### config.mk
export PLATFORM = sky130hd
export DESIGN_NAME = pu_operand_loader
export DESIGN_NICKNAME = d
export VERILOG_FILES = /design/src/rtl/pu_pkg.sv /design/src/rtl/pu_lane_bank.sv /design/src/rtl/pu_operand_loader.sv
export SDC_FILE = /design/constraint.sdc
export NUM_CORES = 1
export LEC_CHECK = 0
export ABC_AREA = 1
export CAP_MARGIN = 10
export CORE_MARGIN = 5
export CORE_UTILIZATION = 51
export CTS_BUF_LIST = sky130_fd_sc_hd__clkbuf_8
export CTS_CLUSTER_DIAMETER = 40
export DETAILED_ROUTE_END_ITERATION = 7
export GPL_ROUTABILITY_DRIVEN = 0
export PLACE_DENSITY_LB_ADDON = 0.05
export SYNTH_ARGS = -nofsm -noshare
export SYNTH_HDL_FRONTEND = slang
export SYNTH_HIERARCHICAL = 1
export SYNTH_SLANG_ARGS = --single-unit
### constraint.sdc
create_clock -name clk -period 1.6 [get_ports clk]
set_input_delay 0.32 -clock clk [delete_from_list [all_inputs] [get_ports clk]]
set_output_delay 0.32 -clock clk [all_outputs]
set_load 0.05 [all_outputs]
### src/rtl/pu_pkg.sv
// Shared widths, lane/bundle types and FSM state encoding for the PU operand loader.
package pu_pkg;

    localparam int unsigned XLEN  = 5;
    localparam int unsigned LANES = 4;
    localparam int unsigned IDX_W = $clog2(LANES);

    typedef logic [XLEN-1:0]  word_t;
    typedef word_t [LANES-1:0] lanes_t;
    typedef logic [IDX_W-1:0] idx_t;

    localparam idx_t LAST_IDX = IDX_W'(LANES - 1);

    typedef enum logic {
        FILL = 1'b0,
        HOLD = 1'b1
    } state_e;

endpackage

### src/rtl/pu_lane_bank.sv
// Four-lane operand register bank: clear, whole-bank load, indexed write with
// optional zero-fill of the lanes above the written index.
module pu_lane_bank
    import pu_pkg::*;
(
    input  logic   clk,
    input  logic   rst_n,
    input  logic   clr_i,
    input  logic   load_i,
    input  lanes_t load_lanes_i,
    input  logic   we_i,
    input  idx_t   widx_i,
    input  word_t  wdata_i,
    input  logic   zfill_i,
    output lanes_t lanes_o
);

    lanes_t lanes_q, lanes_d;

    // Priority: clear, then load, then the indexed write lands on top of a load.
    always_comb begin
        lanes_d = lanes_q;
        if (clr_i) begin
            lanes_d = '0;
        end else begin
            if (load_i) begin
                lanes_d = load_lanes_i;
            end
            if (we_i) begin
                lanes_d[widx_i] = wdata_i;
                if (zfill_i) begin
                    for (int unsigned i = 0; i < LANES; i++) begin
                        if (IDX_W'(i) > widx_i) begin
                            lanes_d[i] = '0;
                        end
                    end
                end
            end
        end
    end

    always_ff @(posedge clk or negedge rst_n) begin
        if (!rst_n) begin
            lanes_q <= '0;
        end else begin
            lanes_q <= lanes_d;
        end
    end

    assign lanes_o = lanes_q;

endmodule

### src/rtl/pu_operand_loader.sv
// Serial-to-parallel operand loader: packs four XLEN words into one PU bundle.
// Define PU_LOADER_SKID_EN to add a shadow bank that keeps filling while a bundle is held.
module pu_operand_loader
    import pu_pkg::*;
(
    input  logic            clk,
    input  logic            rst,
    input  logic [XLEN-1:0] in_data,
    input  logic            in_valid,
    input  logic            in_last,
    output logic            in_ready,
    output logic [XLEN-1:0] out_num1,
    output logic [XLEN-1:0] out_num2,
    output logic [XLEN-1:0] out_num3,
    output logic [XLEN-1:0] out_num4,
    output logic            out_valid,
    input  logic            out_ready,
    output logic            out_partial
);

    state_e state_q, state_d;
    idx_t   idx_q, idx_d;
    logic   partial_q, partial_d;
    logic   in_ready_q, in_ready_d;
    logic   out_valid_q, out_valid_d;

    logic   accept, xfer, close, pclose;
    logic   ob_load, ob_we, ob_zf;
    lanes_t ob_lanes, ob_load_lanes;

`ifdef PU_LOADER_SKID_EN
    logic   sh_full_q, sh_full_d, sh_partial_q, sh_partial_d;
    logic   sb_we, sb_zf, sb_clr;
    lanes_t sb_lanes;
`endif

    assign accept = in_valid && in_ready_q;
    assign xfer   = out_valid_q && out_ready;
    assign close  = accept && ((idx_q == LAST_IDX) || in_last);
    assign pclose = accept && in_last && (idx_q != LAST_IDX);

    // Next-state: FILL writes the output bank; HOLD presents it until transfer.
    always_comb begin
        state_d   = state_q;
        idx_d     = idx_q;
        partial_d = partial_q;
        ob_load   = 1'b0;
        ob_we     = 1'b0;
        ob_zf     = 1'b0;
`ifdef PU_LOADER_SKID_EN
        sh_full_d    = sh_full_q;
        sh_partial_d = sh_partial_q;
        sb_we        = 1'b0;
        sb_zf        = 1'b0;
        sb_clr       = 1'b0;
`endif
        case (state_q)
            FILL: begin
                if (accept) begin
                    ob_we = 1'b1;
                    ob_zf = pclose;
                    if (close) begin
                        state_d   = HOLD;
                        idx_d     = '0;
                        partial_d = pclose;
                    end else begin
                        idx_d = idx_q + idx_t'(1);
                    end
                end
            end
            HOLD: begin
`ifdef PU_LOADER_SKID_EN
                // Transfer always promotes the shadow bank; a same-cycle word lands on the promoted copy.
                if (xfer) begin
                    ob_load      = 1'b1;
                    sb_clr       = 1'b1;
                    sh_full_d    = 1'b0;
                    sh_partial_d = 1'b0;
                    if (sh_full_q) begin
                        partial_d = sh_partial_q;
                    end else if (accept) begin
                        ob_we = 1'b1;
                        ob_zf = pclose;
                        if (close) begin
                            partial_d = pclose;
                            idx_d     = '0;
                        end else begin
                            state_d = FILL;
                            idx_d   = idx_q + idx_t'(1);
                        end
                    end else begin
                        state_d = FILL;
                    end
                end else if (accept) begin
                    sb_we = 1'b1;
                    sb_zf = pclose;
                    if (close) begin
                        sh_full_d    = 1'b1;
                        sh_partial_d = pclose;
                        idx_d        = '0;
                    end else begin
                        idx_d = idx_q + idx_t'(1);
                    end
                end
`else
                if (xfer) begin
                    state_d = FILL;
                end
`endif
            end
            default: state_d = FILL;
        endcase

`ifdef PU_LOADER_SKID_EN
        in_ready_d = !sh_full_d;
`else
        in_ready_d = (state_d == FILL);
`endif
        out_valid_d = (state_d == HOLD);
    end

    always_ff @(posedge clk or negedge rst) begin
        if (!rst) begin
            state_q     <= FILL;
            idx_q       <= '0;
            partial_q   <= 1'b0;
            in_ready_q  <= 1'b1;
            out_valid_q <= 1'b0;
        end else begin
            state_q     <= state_d;
            idx_q       <= idx_d;
            partial_q   <= partial_d;
            in_ready_q  <= in_ready_d;
            out_valid_q <= out_valid_d;
        end
    end

`ifdef PU_LOADER_SKID_EN
    always_ff @(posedge clk or negedge rst) begin
        if (!rst) begin
            sh_full_q    <= 1'b0;
            sh_partial_q <= 1'b0;
        end else begin
            sh_full_q    <= sh_full_d;
            sh_partial_q <= sh_partial_d;
        end
    end

    pu_lane_bank u_shadow_bank (
        .clk          (clk),
        .rst_n        (rst),
        .clr_i        (sb_clr),
        .load_i       (1'b0),
        .load_lanes_i ('0),
        .we_i         (sb_we),
        .widx_i       (idx_q),
        .wdata_i      (in_data),
        .zfill_i      (sb_zf),
        .lanes_o      (sb_lanes)
    );

    assign ob_load_lanes = sb_lanes;
`else
    assign ob_load_lanes = '0;
`endif

    pu_lane_bank u_out_bank (
        .clk          (clk),
        .rst_n        (rst),
        .clr_i        (1'b0),
        .load_i       (ob_load),
        .load_lanes_i (ob_load_lanes),
        .we_i         (ob_we),
        .widx_i       (idx_q),
        .wdata_i      (in_data),
        .zfill_i      (ob_zf),
        .lanes_o      (ob_lanes)
    );

    assign in_ready    = in_ready_q;
    assign out_valid   = out_valid_q;
    assign out_partial = partial_q;
    assign out_num1    = ob_lanes[0];
    assign out_num2    = ob_lanes[1];
    assign out_num3    = ob_lanes[2];
    assign out_num4    = ob_lanes[3];

endmodule
=== Word level (Yosys, flattened, before mapping) ===
Cells that the tools add are included.

* Register bits: 25
* Input bits: 10
* Output and inout bits: 23
* Logic and storage cells: 45

* Add/sub/neg operators: 1
* Order comparisons: 6
* Equal/unequal tests: 2
* Multiplexer cells: 17
* Bitwise gates (word level): 2
* Reduce and logical (&&, ||, !) cells: 9

{| class="wikitable"
|+ Operator list
! cell !! count
|-
| $mux W5 || 5
|-
| $bwmux W20 || 1
|-
| $mux W20 || 1
|-
| $demux W5 S2 || 1
|-
| $mux W1 || 7
|-
| $logic_and A1 B1 Y1 || 6
|-
| $gt A1 B2 Y1 const A || 2
|-
| $gt A2 B2 Y1 const A || 2
|-
| $lt A2 B3 Y1 const B || 1
|-
| $reduce_and A3 Y1 || 1
|-
| $add A2 B1 Y2 const B || 1
|-
| $eq A2 B2 Y1 const B || 1
|-
| $ge A2 B1 Y1 const B || 1
|-
| $mux W2 || 1
|-
| $ne A2 B2 Y1 const B || 1
|-
| $not A1 Y1 || 2
|-
| $pmux W1 S2 || 1
|-
| $reduce_and A2 Y1 || 1
|-
| $logic_or A1 B1 Y1 || 1
|}

=== Depth between registers and ports, before layout ===
Gate-level depths: netlist (run 1).

* Depth in word-level cells: 7
* Gate-level depth with buffers: 9
* Gate-level depth less buffers: 9

=== Hierarchy ===
Netlist (run 1), hierarchy kept.

{| class="wikitable"
|+ Modules (own cells, without submodules)
! module !! instances !! cells each !! area each (sq um) !! seq. area each (sq um)
|-
| pu_lane_bank || 1 || 173 || 1159.9 || 500.5
|-
| pu_operand_loader || 1 || 32 || 254.0 || 126.4
|}

=== Worst setup path after synthesis (run 1) ===
OpenSTA, ideal clock, no wires.

* Path kind: reg2reg
* Start point: register in_ready_q (netlist: in_ready)
* End point: register u_out_bank.lanes_q (netlist bit u_out_bank/lanes_o[10])
* Library setup time: 0.117 ns
* Arrival: 1.476 ns
* Data required time: 1.483 ns
* Path slack: 0.007 ns
* Stages on the path, launching flop included: 9
* Buffers on the path: 1
* Clock period less this slack: 1.593 ns
* Cell sequence: dfstp_2 > nand2_1 > nor2_4 > buf_6 > inv_4 > nor2_4 > nand2_1 > nand2_1 > nor2_1

* Elaborated cells between the ends (all ways): 8
* Classes of those cells: mux: 5; reduce/logical: 3

{| class="wikitable"
|+ RTL lines
! element !! line !! text
|-
| start, declared || pu_operand_loader.sv:24 || <nowiki>logic in_ready_q, in_ready_d;</nowiki>
|-
| start signal, assigned || pu_operand_loader.sv:133 || <nowiki>in_ready_q <= in_ready_d;</nowiki>
|-
| $logic_and A1 B1 Y1 || pu_operand_loader.sv:37 || <nowiki>assign accept = in_valid && in_ready_q;</nowiki>
|-
| $mux W1 || pu_operand_loader.sv:59 || <nowiki>if (accept) begin</nowiki>
|-
| $mux W1 || pu_operand_loader.sv:57 || <nowiki>case (state_q)</nowiki>
|-
| net ob_we || pu_operand_loader.sv:28 || <nowiki>logic ob_load, ob_we, ob_zf;</nowiki>
|-
| end signal, assigned || pu_lane_bank.sv:46 || <nowiki>lanes_q <= lanes_d;</nowiki>
|-
| end, declared || pu_lane_bank.sv:18 || <nowiki>lanes_t lanes_q, lanes_d;</nowiki>
|}

The timed path passes the listed nets, and every way through them passes these cells.
A chain may end at the register's enable or synchronous reset.

=== Worst setup path in the final report (run 1) ===
* Start point: register in_ready_q (netlist: in_ready)
* End point: register u_out_bank.lanes_q (netlist bit u_out_bank/lanes_o[14])

Same word-level chain as after synthesis.

==> metrics.md, run 1 <==
| Metric | Value |
|---|---|
| Max clock buf depth | 2 |
| CTS root buffer | clkbuf_8 |
| P per Cell Area | 1290 nW/um^2 |
| Fill cell total of the finished layout | 226 |
| Final instance area | 1920 um^2 |
| Tot GR Track Use | 0.181 |
| Placed cell area | 1880 um^2 |
| Yosys warnings | 6 |
| Status | completed |
| Worst r2r src | in_ready |
| # diodes | 0 |
| CTS buffer count | 3 |
| CTS tree | done |
| Core Util, Final | 0.709 |
| CP arrival | 1.64 ns |
| Area growth syn-to-layout | 35.9% |
| DRT iter0 DRCs | 49 |
| HP Class | in -> async |
| WP data required | 1.76 ns |
| Setup crit end kind | register |
| Avg Cell Area, Syn | 6.90 um^2 |
| Minimum clock period | around 1.5 ns |
| Fmax | slightly below 700 MHz |
| Seq/Total Area, Yosys | 0.443 |
| Top cells by area, synth | dfrtp_1 42%, nand2_1 25%, nor2_1 7.4% |
| Drt total wl | 3.19 mm |
| Latest clock arrival within the worst-skew pair | 0.27 ns |
| Port bufs | 32 |
| DRC | 0 |
| Die Width | 62.7 um |
| Clock Pin Slew Worst Setup and Hold Paths | 0.09 ns |
| Layout cells sized above 1 | 0.170 |
| Critical path class | reg -> reg |
| DP Wirelength | 2.38 mm |
| FP Rows | 19 |
| Critical Path Source | in_ready |
| Core area | 2710 um^2 |
| Area of the mapped netlist | 1410 um^2 |
| Number of max-cap violations | 0 |
| Setup TNS | 0 ns |
| Fin. Hold Viols | 0 |
| Post-synth cell types | 21 |
| Fin. max-slew vios | 0 |
| Vias per cell | between 4 and 5 |
| R2R setup slack | between 0.1 and 0.15 ns |
| Clock sinks | 25 |
| First-pass GRT wire length | a little under 6 mm |
| Crit start category | register |
| Peak VDD IR | 1.07 mV |
| Initial Util | 0.522 |
| WHS | 0.409 ns |
| Final nets | about 280 |
| Share of the synthesized area in the top cell type | 0.425 |
| Crit Reg-Reg Endpoint | u_out_bank/lanes_o[14] |
| Number of global-route vias before repair | between 1000 and 1500 |
| H-tree lvl count | 1 |
| Grt total ovfl | 0 |
| Worst-path fanout max | 5 |
| Synth Instances | 205 |
| Ports | 33 |
| Synth area leader | dfrtp_1 |
| WL/cell | 10.6 um |
| Antenna violations before repair | 0 |
| Largest net degree at the start of global routing | 26 |
| Synthesized flop and latch total | 25 |
| Count of final setup violators | 0 |
| Die Y | roughly 63 um |
| Antenna-violating nets left | 0 |
| Worst setup path end | u_out_bank/lanes_o[14] |
| Die area | 3930 um^2 |
| Via count | 1379 |
| Leakage power | around 0.0010 uW |
| Worst r2r path cells | 9 |
| RSZ-0062 raised after global routing | false |
| Skew final | around 0.0090 ns |
| Final period util | 0.924 |
| Drt pass-1 iters | 4 |
==> where the power goes <==
group / total [uW] / switching, uW / internal [uW]
clock: 372 / 197 / 174
combinational: 1260 / 826 / 433
sequential: 850 / 86.3 / 764
==> synth_stat cells <==
cell and instances:
nand3_2 1, dfstp_2 1, ha_1 1, buf_6 1, nor2_4 4, inv_4 1
conb_1 1, nand2_1 95, dfrtp_1 24, nor2_1 28, inv_1 13, a21oi_1 6
nand2_2 1, o21ai_1 1, o21ai_0 6, nand4_1 1, nand3_4 1, nor2_2 1
nand3_1 11, buf_2 4, inv_2 3
==> worst min-delay path by stage <==
stage / endpoint / cells past startpoint
6_report: u_out_bank/lanes_o[16] / 2
5_1_grt: u_out_bank/lanes_o[16] / 2
4_1_cts: u_out_bank/lanes_o[5] / 2
3_5_place_dp: out_partial / 2
3_3_place_gp: out_partial / 2
2_1_floorplan: idx_q[0] / 0
==> layer usage <==
layer / track usage / vias up / wire, um
li1: - / 725 / -
met1: 0.245 / 612 / 1410
met3: 0.0252 / 4 / 173
met4: 0.0584 / 0 / 37
met2: 0.298 / 38 / 1560
met5: 0 / - / 0
==> critical path, cell delays in order (launching register included) <==
cell and delay [ns]:
dfstp_2 0.57, nand2_1 0.09, nor2_4 0.12, nand2_1 0.08
inv_1 0.09, nand2_1 0.06, nor2_1 0.18, nor2_4 0.07
nand2_1 0.07, nor2_1 0.04
==> state kept, by name (all words and copies together) (netlist names) <==
register            cells
out_partial             1
idx_q                   2
u_out_bank/lanes_o     20
in_ready                1
out_valid               1
==> per-stage QoR <==
stage / setup WS [ns] / total power (uW) / std cells
global placement: -0.0913 / 2100 / 298
global route: 0.000676 / 2680 / 302
finish: 0.121 / 2480 / 302
floorplan: 0.00698 / 1710 / 234
CTS: 0.107 / 2510 / 302
detailed placement: -0.142 / 2120 / 298
==> timing repair <==
| item | 4_1_cts | 5_1_grt |
|---|---|---|
| hold buffers | 0 | 0 |
| buffers inserted | 0 | 0 |
| resized for setup | 0 | 1 |
| endpoints found under the setup margin | 0 | 3 |
==> area by class of cell <==
cell class                      instances  area [um^2]  share of cell area
Multi-Input combinational cell        187          798               0.415
Sequential cell                        25          627               0.326
Timing Repair Buffer                   38          345               0.180
Inverter                               17         66.3              0.0345
Clock buffer                            3         41.3              0.0215
Tap cell                               31         38.8              0.0202
Clock inverter                          1         5.00             0.00260
==> cells in the final DEF (no fill, tap or decap) <==
master,n
a21oi_1,6
buf_12,3
buf_4,26
clkbuf_8,3
clkdlybuf4s50_1,9
clkinv_2,1
conb_1,30
dfrtp_1,24
dfstp_2,1
ha_1,1
inv_1,13
inv_2,3
inv_4,1
nand2_1,95
nand2_2,1
nand3_1,11
nand3_2,1
nand3_4,1
nand4_1,1
nor2_1,28
nor2_2,1
nor2_4,4
o21ai_0,5
o21ai_1,2
==> cells by family after synthesis <==
| kind of cell | share of synthesized area |
|---|---|
| AND/OR/NAND/NOR | 0.430 |
| flip-flops | 0.443 |
| buffers and inverters | 0.0690 |
| AO/OA/AOI/OAI | 0.0460 |
| adder cells (fa/ha/maj) | 0.00885 |
| other | 0.00265 |
No activity file was read; power rests on OpenSTA's default activity.
==> run 2, diff against run 1 <==
--- a/config.mk
+++ b/config.mk
@@ -14,6 +14,7 @@
 export DETAILED_ROUTE_END_ITERATION = 7
 export GPL_ROUTABILITY_DRIVEN = 0
 export PLACE_DENSITY_LB_ADDON = 0.05
+export SLEW_MARGIN = 20
 export SYNTH_ARGS = -nofsm -noshare
 export SYNTH_HDL_FRONTEND = slang
 export SYNTH_HIERARCHICAL = 1
==> results of run 2 <==
The final DEF is identical to that of run 1; final timing and power are the same.
